### src/rtl/btn_pkg.sv
// Shared types for the push-button debounce bank.
// Latency: none, declarations only.
// Backpressure: none, declarations only.
package btn_pkg;

   // Per-channel debounce state: two stable levels, each with a qualification state.
   typedef enum logic [1:0] {
      IDLE_LO = 2'd0,
      WAIT_HI = 2'd1,
      IDLE_HI = 2'd2,
      WAIT_LO = 2'd3
   } db_state_t;

endpackage

### src/rtl/btn_debounce_ch.sv
// One debounce channel: 2-flop synchroniser, counter-qualified FSM, press/release pulses.
// Latency: a raw change first sampled at edge E0 reaches the outputs at edge E0+DB_CYCLES+2.
// Backpressure: none; outputs are free-running levels and one-cycle pulses.
module btn_debounce_ch
   import btn_pkg::*;
#(
   parameter int DB_CYCLES = 2_000_000
) (
   input  logic clk,
   input  logic rst,
   input  logic raw,
   output logic level,
   output logic press,
   output logic rel
);

   localparam int              CNT_W   = $clog2(DB_CYCLES);
   localparam logic [CNT_W-1:0] CNT_MAX = CNT_W'(DB_CYCLES - 1);

   logic             sync1_q;
   logic             sync2_q;
   db_state_t        state_q, state_d;
   logic [CNT_W-1:0] cnt_q, cnt_d;
   logic             level_q, level_d;
   logic             press_q, press_d;
   logic             rel_q, rel_d;

   // Bring the asynchronous button level into the clock domain; the FSM only sees sync2_q.
   always_ff @(posedge clk) begin
      if (!rst) begin
         sync1_q <= 1'b0;
         sync2_q <= 1'b0;
      end else begin
         sync1_q <= raw;
         sync2_q <= sync1_q;
      end
   end

   // State, qualification counter and registered outputs.
   always_ff @(posedge clk) begin
      if (!rst) begin
         state_q <= IDLE_LO;
         cnt_q   <= '0;
         level_q <= 1'b0;
         press_q <= 1'b0;
         rel_q   <= 1'b0;
      end else begin
         state_q <= state_d;
         cnt_q   <= cnt_d;
         level_q <= level_d;
         press_q <= press_d;
         rel_q   <= rel_d;
      end
   end

   // Next state: a level change must hold for DB_CYCLES+1 samples; any bounce restarts from IDLE.
   always_comb begin
      state_d = state_q;
      cnt_d   = cnt_q;
      level_d = level_q;
      press_d = 1'b0;
      rel_d   = 1'b0;
      case (state_q)
         IDLE_LO: begin
            if (sync2_q) begin
               state_d = WAIT_HI;
               cnt_d   = '0;
            end
         end
         WAIT_HI: begin
            if (!sync2_q) begin
               state_d = IDLE_LO;
               cnt_d   = '0;
            end else if (cnt_q == CNT_MAX) begin
               state_d = IDLE_HI;
               cnt_d   = '0;
               level_d = 1'b1;
               press_d = 1'b1;
            end else begin
               cnt_d = cnt_q + 1'b1;
            end
         end
         IDLE_HI: begin
            if (!sync2_q) begin
               state_d = WAIT_LO;
               cnt_d   = '0;
            end
         end
         WAIT_LO: begin
            if (sync2_q) begin
               state_d = IDLE_HI;
               cnt_d   = '0;
            end else if (cnt_q == CNT_MAX) begin
               state_d = IDLE_LO;
               cnt_d   = '0;
               level_d = 1'b0;
               rel_d   = 1'b1;
            end else begin
               cnt_d = cnt_q + 1'b1;
            end
         end
         default: begin
            state_d = IDLE_LO;
            cnt_d   = '0;
         end
      endcase
   end

   assign level = level_q;
   assign press = press_q;
   assign rel   = rel_q;

endmodule

### src/rtl/btn_debounce_bank.sv
// Bank of N_BTN independent button debounce channels.
// Latency: DB_CYCLES+2 edges from first sample of a raw change to the outputs.
// Backpressure: none; channels commit independently, possibly in the same cycle.
module btn_debounce_bank #(
   parameter int N_BTN     = 3,
   parameter int DB_CYCLES = 2_000_000
) (
   input  logic             clk,
   input  logic             rst,
   input  logic [N_BTN-1:0] btn_raw,
   output logic [N_BTN-1:0] btn_level,
   output logic [N_BTN-1:0] btn_press,
   output logic [N_BTN-1:0] btn_rel
);

   // One self-contained channel per button; no cross-channel logic.
   for (genvar i = 0; i < N_BTN; i++) begin : g_ch
      btn_debounce_ch #(
         .DB_CYCLES (DB_CYCLES)
      ) u_ch (
         .clk   (clk),
         .rst   (rst),
         .raw   (btn_raw[i]),
         .level (btn_level[i]),
         .press (btn_press[i]),
         .rel   (btn_rel[i])
      );
   end

endmodule
### config.mk
export PLATFORM = sky130hd
export DESIGN_NAME = btn_debounce_bank
export DESIGN_NICKNAME = d
export VERILOG_FILES = /design/src/rtl/btn_pkg.sv /design/src/rtl/btn_debounce_ch.sv /design/src/rtl/btn_debounce_bank.sv
export SDC_FILE = /design/constraint.sdc
export NUM_CORES = 1
export LEC_CHECK = 0
export CORE_MARGIN = 5
export CORE_UTILIZATION = 59
export DETAILED_ROUTE_END_ITERATION = 7
export PLACE_DENSITY = 0.79
export SLEW_MARGIN = 30
export SYNTH_ARGS = -nofsm -noshare
export SYNTH_HDL_FRONTEND = slang
export SYNTH_SLANG_ARGS = --single-unit
### constraint.sdc
create_clock -name clk -period 6.2 [get_ports clk]
set_clock_uncertainty 0.2 [all_clocks]
set_input_delay 1.55 -clock clk [delete_from_list [all_inputs] [get_ports clk]]
set_output_delay 1.55 -clock clk [all_outputs]
set_load 0.02 [all_outputs]
==> impl_results.html, run 1 <==
<table>
<tr><th>Metric</th><th>Value</th></tr>
<tr><th colspan="2">Status</th></tr>
<tr><td>Status</td><td>finished clean</td></tr>
<tr><th colspan="2">Synth</th></tr>
<tr><td>Post-synth EDFFs</td><td>0</td></tr>
<tr><td>Unique cell type count in the Yosys netlist</td><td>between 50 and 60</td></tr>
<tr><td>Biggest area consumer among synthesized cells</td><td>sky130_fd_sc_hd__dfxtp_1</td></tr>
<tr><td>Post-synthesis net count</td><td>approximately 520</td></tr>
<tr><td>Synth Area in Compound Gates</td><td>0.165</td></tr>
<tr><td>Xor-xnor portion of the synthesized cell area</td><td>0.0206</td></tr>
<tr><td>Area fraction in and, or, nand and nor cells after synthesis</td><td>0.320</td></tr>
<tr><td>Average cell area after synthesis</td><td>8.27 um2</td></tr>
<tr><td>Share of cell area taken by muxes after synthesis</td><td>0.0404</td></tr>
<tr><td>Synth top area cells</td><td>sky130_fd_sc_hd__dfxtp_1, sky130_fd_sc_hd__nand3_1, sky130_fd_sc_hd__nand2_1</td></tr>
<tr><td>Post-synthesis sequential area ratio</td><td>0.396</td></tr>
<tr><td>Ys flop type</td><td>sky130_fd_sc_hd__dfxtp_1</td></tr>
<tr><td>Number of warnings issued by yosys</td><td>0</td></tr>
<tr><td>Proportion of netlist area held by the largest area contributor</td><td>0.396</td></tr>
<tr><td>Post-Syn Instances</td><td>513</td></tr>
<tr><td>Total of flip-flops plus latches after synthesis</td><td>84</td></tr>
<tr><td>Post-synthesis adder-cell area fraction</td><td>0.00884</td></tr>
<tr><td>Post-synthesis instance area</td><td>0.00424 mm2</td></tr>
<tr><td>Largest family of logic cells by synthesized area</td><td>simple AND/OR/NAND/NOR gates</td></tr>
<tr><td>FFs w/ async S/R, synth</td><td>0</td></tr>
<tr><th colspan="2">Min path</th></tr>
<tr><td>Hold Crit Class</td><td>reg2reg</td></tr>
<tr><td>Destination of the worst hold path</td><td>g_ch[0].u_ch.sync2_q$_SDFF_PN0_</td></tr>
<tr><td>Number of cells on the worst hold path</td><td>1</td></tr>
<tr><td>Worst hold path startpoint</td><td>g_ch[0].u_ch.sync1_q$_SDFF_PN0_</td></tr>
<tr><th colspan="2">Global route</th></tr>
<tr><td>First-pass GRT wire length</td><td>15.5 mm</td></tr>
<tr><td>Total grt overflow</td><td>0</td></tr>
<tr><td>Antenna violations before repair</td><td>0</td></tr>
<tr><td>Total global-route track usage</td><td>0.213</td></tr>
<tr><td>Largest net degree at the start of global routing</td><td>34</td></tr>
<tr><td>Number of global-route vias before repair</td><td>~3400</td></tr>
<tr><th colspan="2">Placed design</th></tr>
<tr><td>Placed wire-length estimate after detailed placement</td><td>6.46 mm</td></tr>
<tr><td>Routability congestion estimate</td><td>0.920</td></tr>
<tr><td>Number of buffers added on ports</td><td>13</td></tr>
<tr><th colspan="2">Setup path</th></tr>
<tr><td>Worst reg2reg path endpoint</td><td>g_ch[1].u_ch.cnt_q[17]$_SDFFE_PN0P_</td></tr>
<tr><td>Cell with the biggest individual delay on the critical path</td><td>sky130_fd_sc_hd__clkdlybuf4s50_1</td></tr>
<tr><td>Kind of start point of the critical path</td><td>primary input</td></tr>
<tr><td>Worst EP arrival</td><td>around 4.1 ns</td></tr>
<tr><td>Start of the worst register-to-register path</td><td>g_ch[1].u_ch.sync2_q$_SDFF_PN0_</td></tr>
<tr><td>CP Data Required Time</td><td>6.27 ns</td></tr>
<tr><td>CP Capture Type</td><td>flop</td></tr>
<tr><td>Chain of cells forming the critical path</td><td>clkdlybuf4s50_1 &gt; nand3_1 &gt; a21oi_1 &gt; buf_4 &gt; a41oi_1 &gt; a31oi_1</td></tr>
<tr><td>Startpoint-to-endpoint class of the critical path</td><td>in2reg</td></tr>
<tr><td>Worst r2r path cells</td><td>6</td></tr>
<tr><td>Maximum fanout along the worst path</td><td>28</td></tr>
<tr><td>R2R setup slack</td><td>3.64 ns</td></tr>
<tr><td>Largest incremental delay on the critical path</td><td>1.01 ns</td></tr>
<tr><th colspan="2">Floorplanning</th></tr>
<tr><td>Initial cell density of the core</td><td>0.595</td></tr>
<tr><td>Area of the placeable core</td><td>about 0.007 mm2</td></tr>
<tr><td>Std-Cell Rows</td><td>31</td></tr>
<tr><td>Die outline width</td><td>around 95 um</td></tr>
<tr><td>Area of the die</td><td>between 0.008 and 0.009 mm2</td></tr>
<tr><td>Die outline height</td><td>94.8 um</td></tr>
<tr><td>Io pins</td><td>14</td></tr>
<tr><th colspan="2">Clocking</th></tr>
<tr><td>Hold-fix buffers, CTS</td><td>0</td></tr>
<tr><td>Number of buffers created by CTS</td><td>9</td></tr>
<tr><td>Deepest level of the CTS H-tree</td><td>3</td></tr>
<tr><td>Reg clk slew, reported paths</td><td>0.09 ns</td></tr>
<tr><td>Number of clock sinks</td><td>84</td></tr>
<tr><td>Max Root-Sink Buffers</td><td>2</td></tr>
<tr><td>Number of instances resized during post-cts repair</td><td>0</td></tr>
<tr><td>Buffer type at the clock tree root</td><td>sky130_fd_sc_hd__clkbuf_8</td></tr>
<tr><td>Buffers inserted by post-CTS timing repair</td><td>0</td></tr>
<tr><td>TritonCTS clock tree</td><td>yes</td></tr>
<tr><td>Latest clock arrival within the worst-skew pair</td><td>0.35 ns</td></tr>
<tr><th colspan="2">Layout</th></tr>
<tr><td>Final layout net count</td><td>between 500 and 600</td></tr>
<tr><td>Highest-count cells in the layout ignoring fill and taps</td><td>sky130_fd_sc_hd__dfxtp_1, sky130_fd_sc_hd__nand2_1, sky130_fd_sc_hd__nand3_1, sky130_fd_sc_hd__nor2_1, sky130_fd_sc_hd__a21oi_1</td></tr>
<tr><td>Antenna cell count</td><td>0</td></tr>
<tr><td>FF/Latch Area</td><td>about 0.0017 mm2</td></tr>
<tr><td>Leading cell type in the layout, fill and taps excluded</td><td>sky130_fd_sc_hd__dfxtp_1</td></tr>
<tr><td>Multi-input gate area in the final layout</td><td>0.00236 mm2</td></tr>
<tr><td>Number of filler cells placed in the layout</td><td>just over 600</td></tr>
<tr><td>Ratio of cells with drive above 1 in the final layout</td><td>0.0617</td></tr>
<tr><td>Area growth from synthesis to layout</td><td>7.40%</td></tr>
<tr><th colspan="2">Detailed routing</th></tr>
<tr><td>Violation count after the first detailed-routing iteration</td><td>about 240</td></tr>
<tr><td>Count of TritonRoute iterations in the first routing pass</td><td>5</td></tr>
<tr><td>Number of DRC violations after detailed routing</td><td>0</td></tr>
<tr><td>Final WL</td><td>9.19 mm</td></tr>
<tr><td>Via count</td><td>between 3000 and 4000</td></tr>
<tr><td>Avg WL per Cell</td><td>14.9 um</td></tr>
<tr><td>Number of nets with antenna violations after detailed routing</td><td>0</td></tr>
<tr><td>Avg Vias per Cell</td><td>6.16</td></tr>
<tr><th colspan="2">Timing</th></tr>
<tr><td>Final hold violation count</td><td>0</td></tr>
<tr><td>Final hold slack</td><td>0.246 ns</td></tr>
<tr><td>Final-report max-slew violation count</td><td>0</td></tr>
<tr><td>RSZ-0062 raised after global routing</td><td>no</td></tr>
<tr><td>Tightest Pin Transition</td><td>0.842 ns</td></tr>
<tr><td>Period utilization</td><td>0.655</td></tr>
<tr><td>Slew Limit Headroom</td><td>0.439</td></tr>
<tr><td>Clock period minus final worst setup slack</td><td>just over 4 ns</td></tr>
<tr><td># setup viols final</td><td>0</td></tr>
<tr><td>Max Clock Freq</td><td>0.246 GHz</td></tr>
<tr><td>Setup TNS after final layout</td><td>0 ns</td></tr>
<tr><th colspan="2">Power</th></tr>
<tr><td>Leakage component of the power</td><td>about 1.5 nW</td></tr>
<tr><td>Max VDD drop</td><td>0.000113 V</td></tr>
<tr><td>Power density over cell area</td><td>211 mW/mm2</td></tr>
<tr><td>Total power</td><td>approximately 0.96 mW</td></tr>
<tr><th colspan="2">Job</th></tr>
<tr><td>Maximum capacitance violations</td><td>0</td></tr>
</table>
## worst max-delay path by stage
stage	start	end	slack [ns]	cells past startpoint
finish	rst	g_ch[1].u_ch.cnt_q[17]$_SDFFE_PN0P_	2.14	6
global route	rst	g_ch[1].u_ch.cnt_q[17]$_SDFFE_PN0P_	1.87	6
CTS	rst	g_ch[1].u_ch.cnt_q[20]$_SDFFE_PN0P_	2.16	6
detailed placement	rst	g_ch[1].u_ch.cnt_q[20]$_SDFFE_PN0P_	1.80	6
global placement	rst	g_ch[2].u_ch.cnt_q[13]$_SDFFE_PN0P_	1.75	5
floorplan	rst	g_ch[2].u_ch.cnt_q[17]$_SDFFE_PN0P_	3.10	7
## routing by layer
metal | wire, um | vias up | GRT usage
met5 | 0 | - | 0
met4 | 154 | 0 | 0.0793
met3 | 373 | 19 | 0.0398
met2 | 4280 | 99 | 0.348
met1 | 4380 | 1792 | 0.280
li1 | - | 1897 | -
## critical path: cells and delay by family
family,cells,cell delay [ns]
buffers and inverters,2,1.33
and+or+nand+nor,1,0.23
AOI/OAI and AO/OA,3,1.02
## registers in the layout, summed over array words and instances (netlist names), named ones only
register and count:
g_ch.u_ch.cnt_q 63, g_ch.u_ch.level 3, g_ch.u_ch.press 3, g_ch.u_ch.rel 3, g_ch.u_ch.state_q 3, g_ch.u_ch.sync1_q 3, g_ch.u_ch.sync2_q 3
## cell usage after synthesis (all sizes together) (12+ instances only)
cell,n
a21oi,36
a31oi,24
and2,12
and3,15
buf,20
dfxtp,84
inv,13
mux2i,16
nand2,53
nand3,40
nand4,15
nor2,40
nor3,13
nor4,18
o21ai,22
## power breakdown
part / switching (mW) / leakage, nW / internal [mW]
Clock: 0.207 / 0.0853 / 0.159
Combinational: 0.0313 / 0.745 / 0.0159
Sequential: 0.00437 / 0.678 / 0.544
Total: 0.242 / 1.51 / 0.718
## logic make-up (layout without fill, tap and decap cells)
kind of cell,after synthesis,count (layout)
adders and majority gates,3,3
xor gates and xnor gates,10,10
and+or+nand+nor,247,247
muxes,17,17
AOI/OAI and AO/OA,112,112
buffers and inverters,40,46
DFF,84,84
## metrics by stage
stage               setup WS, ns  std cells  instance area [um2]   util
finish                      2.14        618                 4560  0.639
floorplan                   3.10        513                 4240      -
global route                1.87        618                 4560  0.639
global placement            1.75        602                 4370  0.612
CTS                         2.16        618                 4560  0.639
detailed placement          1.80        602                 4380  0.613
## final cells by class
type,count,area share
clock inverter,6,0.00988
sequential,84,0.369
timing repair buffer,16,0.0335
multi-input combinational,389,0.519
tap,99,0.0272
inverter,14,0.0115
clock buffer,10,0.0302
No activity file was read; power rests on OpenSTA's default activity.
==> run 2: changes to the inputs <==
==> constraint.sdc (replaced) <==
create_clock -name clk -period 4.2 [get_ports clk]
set_clock_uncertainty 0.2 [all_clocks]
set_input_delay 1.05 -clock clk [delete_from_list [all_inputs] [get_ports clk]]
set_output_delay 1.05 -clock clk [all_outputs]
set_load 0.02 [all_outputs]
==> run 2 against run 1 <==
Effect of this change:
- utilization rose by 0.56 points
- count of clock-buffer cells in the layout did not move
- worst setup slack got worse by 0.84 ns
- sequential share of layout area fell by 0.32 points
- non-clock buffer count rose by 5
- sequential power rose by 48%
- worst hold slack improved by 0.0049 ns
- combinational power rose by 50%
- routed wire length fell by 0.20%
- highest routed layer unchanged
- die area did not move
- critical path depth rose by 1
==> impl_results.html, run 2 (same netlist as run 1, synthesis figures left out) <==
<table>
<tr><th>Metric</th><th>Value</th></tr>
<tr><th colspan="2">Floorplanning</th></tr>
<tr><td>Area of the die</td><td>0.00899 mm2 (unchanged)</td></tr>
<tr><td>Initial cell density of the core</td><td>0.595 (unchanged)</td></tr>
<tr><td>Die outline width</td><td>94.8 um (unchanged)</td></tr>
<tr><td>Area of the placeable core</td><td>0.00714 mm2 (unchanged)</td></tr>
<tr><td>Std-Cell Rows</td><td>31 (unchanged)</td></tr>
<tr><td>Die outline height</td><td>94.8 um (unchanged)</td></tr>
<tr><td>Io pins</td><td>14 (unchanged)</td></tr>
<tr><th colspan="2">Detailed routing</th></tr>
<tr><td>Via count</td><td>3788 (was 3807)</td></tr>
<tr><td>Number of nets with antenna violations after detailed routing</td><td>0 (unchanged)</td></tr>
<tr><td>Avg WL per Cell</td><td>14.7 um (was 14.9 um)</td></tr>
<tr><td>Number of DRC violations after detailed routing</td><td>0 (unchanged)</td></tr>
<tr><td>Avg Vias per Cell</td><td>6.08 (was 6.16)</td></tr>
<tr><td>Violation count after the first detailed-routing iteration</td><td>204 (was 238)</td></tr>
<tr><td>Final WL</td><td>9.17 mm (was 9.19 mm)</td></tr>
<tr><td>Count of TritonRoute iterations in the first routing pass</td><td>5 (unchanged)</td></tr>
<tr><th colspan="2">Setup path</th></tr>
<tr><td>Maximum fanout along the worst path</td><td>28 (unchanged)</td></tr>
<tr><td>Largest incremental delay on the critical path</td><td>0.63 ns (was 1.01 ns)</td></tr>
<tr><td>Cell with the biggest individual delay on the critical path</td><td>sky130_fd_sc_hd__nor2_1 (was sky130_fd_sc_hd__clkdlybuf4s50_1)</td></tr>
<tr><td>Worst EP arrival</td><td>3.00 ns (was 4.13 ns)</td></tr>
<tr><td>Chain of cells forming the critical path</td><td>clkdlybuf4s50_1 &gt; buf_4 &gt; clkinv_1 &gt; buf_4 &gt; nor2_1 &gt; a21oi_1 &gt; mux2i_1 (was clkdlybuf4s50_1 &gt; nand3_1 &gt; a21oi_1 &gt; buf_4 &gt; a41oi_1 &gt; a31oi_1)</td></tr>
<tr><td>Buffers &amp; Inverters on Critical Path</td><td>4 (was 2)</td></tr>
<tr><td>CP Data Required Time</td><td>4.29 ns (was 6.27 ns)</td></tr>
<tr><td>Startpoint-to-endpoint class of the critical path</td><td>in2reg (unchanged)</td></tr>
<tr><td>Cell family with most CP delay</td><td>buffers and inverters (unchanged)</td></tr>
<tr><td>CP Capture Type</td><td>flop (unchanged)</td></tr>
<tr><td>Most frequent cell on the critical path</td><td>sky130_fd_sc_hd__buf_4</td></tr>
<tr><td>Kind of start point of the critical path</td><td>primary input (unchanged)</td></tr>
<tr><th colspan="2">Job</th></tr>
<tr><td>Maximum capacitance violations</td><td>0 (unchanged)</td></tr>
<tr><th colspan="2">Placed design</th></tr>
<tr><td>Cell area after placement</td><td>0.00441 mm2 (was 0.00438 mm2)</td></tr>
<tr><td>Number of buffers added on ports</td><td>13 (unchanged)</td></tr>
<tr><td>Placed wire-length estimate after detailed placement</td><td>6.54 mm (was 6.46 mm)</td></tr>
<tr><td>Routability congestion estimate</td><td>0.970 (was 0.920)</td></tr>
<tr><td>Count of placed standard cells including taps</td><td>607 (was 602)</td></tr>
<tr><td>Dpl ws</td><td>0.944 ns (was 1.80 ns)</td></tr>
<tr><th colspan="2">Power</th></tr>
<tr><td>Max VDD drop</td><td>0.000190 V (was 0.000113 V)</td></tr>
<tr><td>Fraction of power consumed by sequential logic</td><td>0.562 (was 0.571)</td></tr>
<tr><td>Clock network power share</td><td>0.389 (was 0.380)</td></tr>
<tr><td>Power density over cell area</td><td>313 mW/mm2 (was 211 mW/mm2)</td></tr>
<tr><td>Combinational power share</td><td>0.049 (about the same)</td></tr>
<tr><td>Internal power</td><td>1.07 mW (was 0.718 mW)</td></tr>
<tr><td>Switching Fraction</td><td>0.256 (was 0.252)</td></tr>
<tr><td>Switching power</td><td>0.369 mW (was 0.242 mW)</td></tr>
<tr><td>Leakage component of the power</td><td>1.55 nW (was 1.51 nW)</td></tr>
<tr><th colspan="2">Clocking</th></tr>
<tr><td>TritonCTS clock tree</td><td>yes (unchanged)</td></tr>
<tr><td>Buffers inserted by post-CTS timing repair</td><td>0 (unchanged)</td></tr>
<tr><td>Buffer type at the clock tree root</td><td>sky130_fd_sc_hd__clkbuf_8 (unchanged)</td></tr>
<tr><td>Hold-fix buffers, CTS</td><td>0 (unchanged)</td></tr>
<tr><td>Max Root-Sink Buffers</td><td>2 (unchanged)</td></tr>
<tr><td>Deepest level of the CTS H-tree</td><td>3 (unchanged)</td></tr>
<tr><td>Latest clock arrival within the worst-skew pair</td><td>0.36 ns (was 0.35 ns)</td></tr>
<tr><td>Number of clock sinks</td><td>84 (unchanged)</td></tr>
<tr><td>Number of buffers created by CTS</td><td>9 (unchanged)</td></tr>
<tr><td>Reg clk slew, reported paths</td><td>0.09 ns (about the same)</td></tr>
<tr><td>Number of instances resized during post-cts repair</td><td>0 (unchanged)</td></tr>
<tr><th colspan="2">Layout</th></tr>
<tr><td>Highest-count cells in the layout ignoring fill and taps</td><td>sky130_fd_sc_hd__dfxtp_1, sky130_fd_sc_hd__nand2_1, sky130_fd_sc_hd__nand3_1, sky130_fd_sc_hd__nor2_1, sky130_fd_sc_hd__a21oi_1 (unchanged)</td></tr>
<tr><td>Count of placed standard cells in the final layout, fillers left out</td><td>623 (was 618)</td></tr>
<tr><td>Multi-input gate area in the final layout</td><td>0.00236 mm2 (about the same)</td></tr>
<tr><td>Area growth from synthesis to layout</td><td>8.34% (was 7.40%)</td></tr>
<tr><td>FF/Latch Area</td><td>0.00168 mm2 (unchanged)</td></tr>
<tr><td>Leading cell type in the layout, fill and taps excluded</td><td>sky130_fd_sc_hd__dfxtp_1 (unchanged)</td></tr>
<tr><td>Register ranked first by flip-flop count</td><td>g_ch.u_ch.cnt_q (unchanged)</td></tr>
<tr><td>Finished Cell Area</td><td>0.00460 mm2 (was 0.00456 mm2)</td></tr>
<tr><td>Antenna cell count</td><td>0 (unchanged)</td></tr>
<tr><td>Ratio of cells with drive above 1 in the final layout</td><td>0.0706 (was 0.0617)</td></tr>
<tr><td>Number of flip-flops in the largest register</td><td>63 (unchanged)</td></tr>
<tr><td>Final layout net count</td><td>527 (was 522)</td></tr>
<tr><td>Number of filler cells placed in the layout</td><td>636 (was 619)</td></tr>
<tr><th colspan="2">Min path</th></tr>
<tr><td>Hold Crit Class</td><td>reg2reg (unchanged)</td></tr>
<tr><th colspan="2">Timing</th></tr>
<tr><td>Tightest Pin Transition</td><td>0.789 ns (was 0.842 ns)</td></tr>
<tr><td>RSZ-0062 raised after global routing</td><td>no (unchanged)</td></tr>
<tr><td>Period utilization</td><td>0.691</td></tr>
<tr><td>Slew Limit Headroom</td><td>0.472 (was 0.439)</td></tr>
<tr><td>Final WS setup</td><td>1.30 ns (was 2.14 ns)</td></tr>
<tr><td># setup viols final</td><td>0 (unchanged)</td></tr>
<tr><td>Final hold slack</td><td>0.251 ns (was 0.246 ns)</td></tr>
<tr><td>Final-report max-slew violation count</td><td>0 (unchanged)</td></tr>
<tr><td>Max Clock Freq</td><td>0.344 GHz</td></tr>
<tr><td>Final hold violation count</td><td>0 (unchanged)</td></tr>
<tr><td>Setup TNS after final layout</td><td>0 ns (unchanged)</td></tr>
<tr><td>Clock period minus final worst setup slack</td><td>a little under 3 ns</td></tr>
<tr><th colspan="2">Global route</th></tr>
<tr><td>Largest net degree at the start of global routing</td><td>29 (was 34)</td></tr>
<tr><td>Number of global-route vias before repair</td><td>3538 (was 3413)</td></tr>
<tr><td>Total grt overflow</td><td>0 (unchanged)</td></tr>
<tr><td>Antenna violations before repair</td><td>0 (unchanged)</td></tr>
<tr><td>Total global-route track usage</td><td>0.222 (was 0.213)</td></tr>
<tr><td>First-pass GRT wire length</td><td>16.0 mm (was 15.5 mm)</td></tr>
<tr><th colspan="2">Status</th></tr>
<tr><td>Status</td><td>finished clean (unchanged)</td></tr>
</table>
[run 2: changes by cell type in the layout (fill, tap and decap cells not counted)]
cell                         delta
sky130_fd_sc_hd__clkinvlp_4     -3
sky130_fd_sc_hd__clkinv_4       +3
sky130_fd_sc_hd__a211oi_4       -1
sky130_fd_sc_hd__inv_8          +1
sky130_fd_sc_hd__buf_4          +5
sky130_fd_sc_hd__clkinv_2       -1
sky130_fd_sc_hd__a211oi_2       +1
[run 2: per-stage QoR]
step | total power, mW | util
after floorplan | 0.877 | -
final | 1.44 | 0.644
after CTS | 1.45 | 0.644
after detailed placement | 0.899 | 0.617
after global routing | 1.50 | 0.644
after global placement | 0.895 | 0.617
[run 2: area by class of cell]
class                   instances  share of cell area
repair buffers                 21              0.0414
inverters                      14              0.0114
multi-input cells             389               0.513
clock inverters                 6              0.0120
clock buffers                  10              0.0299
well taps                      99              0.0269
flip-flops and latches         84               0.366
[run 2: power groups by stage]
| stage | clock network [mW] | registers, mW | logic (mW) |
|---|---|---|---|
| finish | 0.559 | 0.809 | 0.0707 |
| global placement | 0 | 0.827 | 0.0679 |
| global route | 0.606 | 0.811 | 0.0793 |
| floorplan | 0 | 0.826 | 0.0506 |
| detailed placement | 0 | 0.828 | 0.0706 |
| CTS | 0.568 | 0.809 | 0.0709 |
[run 2: path summary, 6_finish.rpt]
check / from / endpoint / slack [ns] / cells after the start
worst max-delay path: rst / g_ch[0].u_ch.cnt_q[7]$_SDFFE_PN0P_ / 1.30 / 7
worst min-delay path: g_ch[1].u_ch.sync1_q$_SDFF_PN0_ / g_ch[1].u_ch.sync2_q$_SDFF_PN0_ / 0.25 / 1
worst max register to register: g_ch[0].u_ch.cnt_q[0]$_SDFFE_PN0P_ / g_ch[0].u_ch.cnt_q[18]$_SDFFE_PN0P_ / 1.62 / 6
worst min register to register: g_ch[1].u_ch.sync1_q$_SDFF_PN0_ / g_ch[1].u_ch.sync2_q$_SDFF_PN0_ / 0.25 / 1
[run 2: routing by layer]
layer / up-vias / wire length [um] / GRT usage
met4: 0 / 191 / 0.0950
met3: 18 / 455 / 0.0359
li1: 1897 / - / -
met2: 116 / 4260 / 0.357
met1: 1757 / 4260 / 0.295
met5: - / 0 / 0
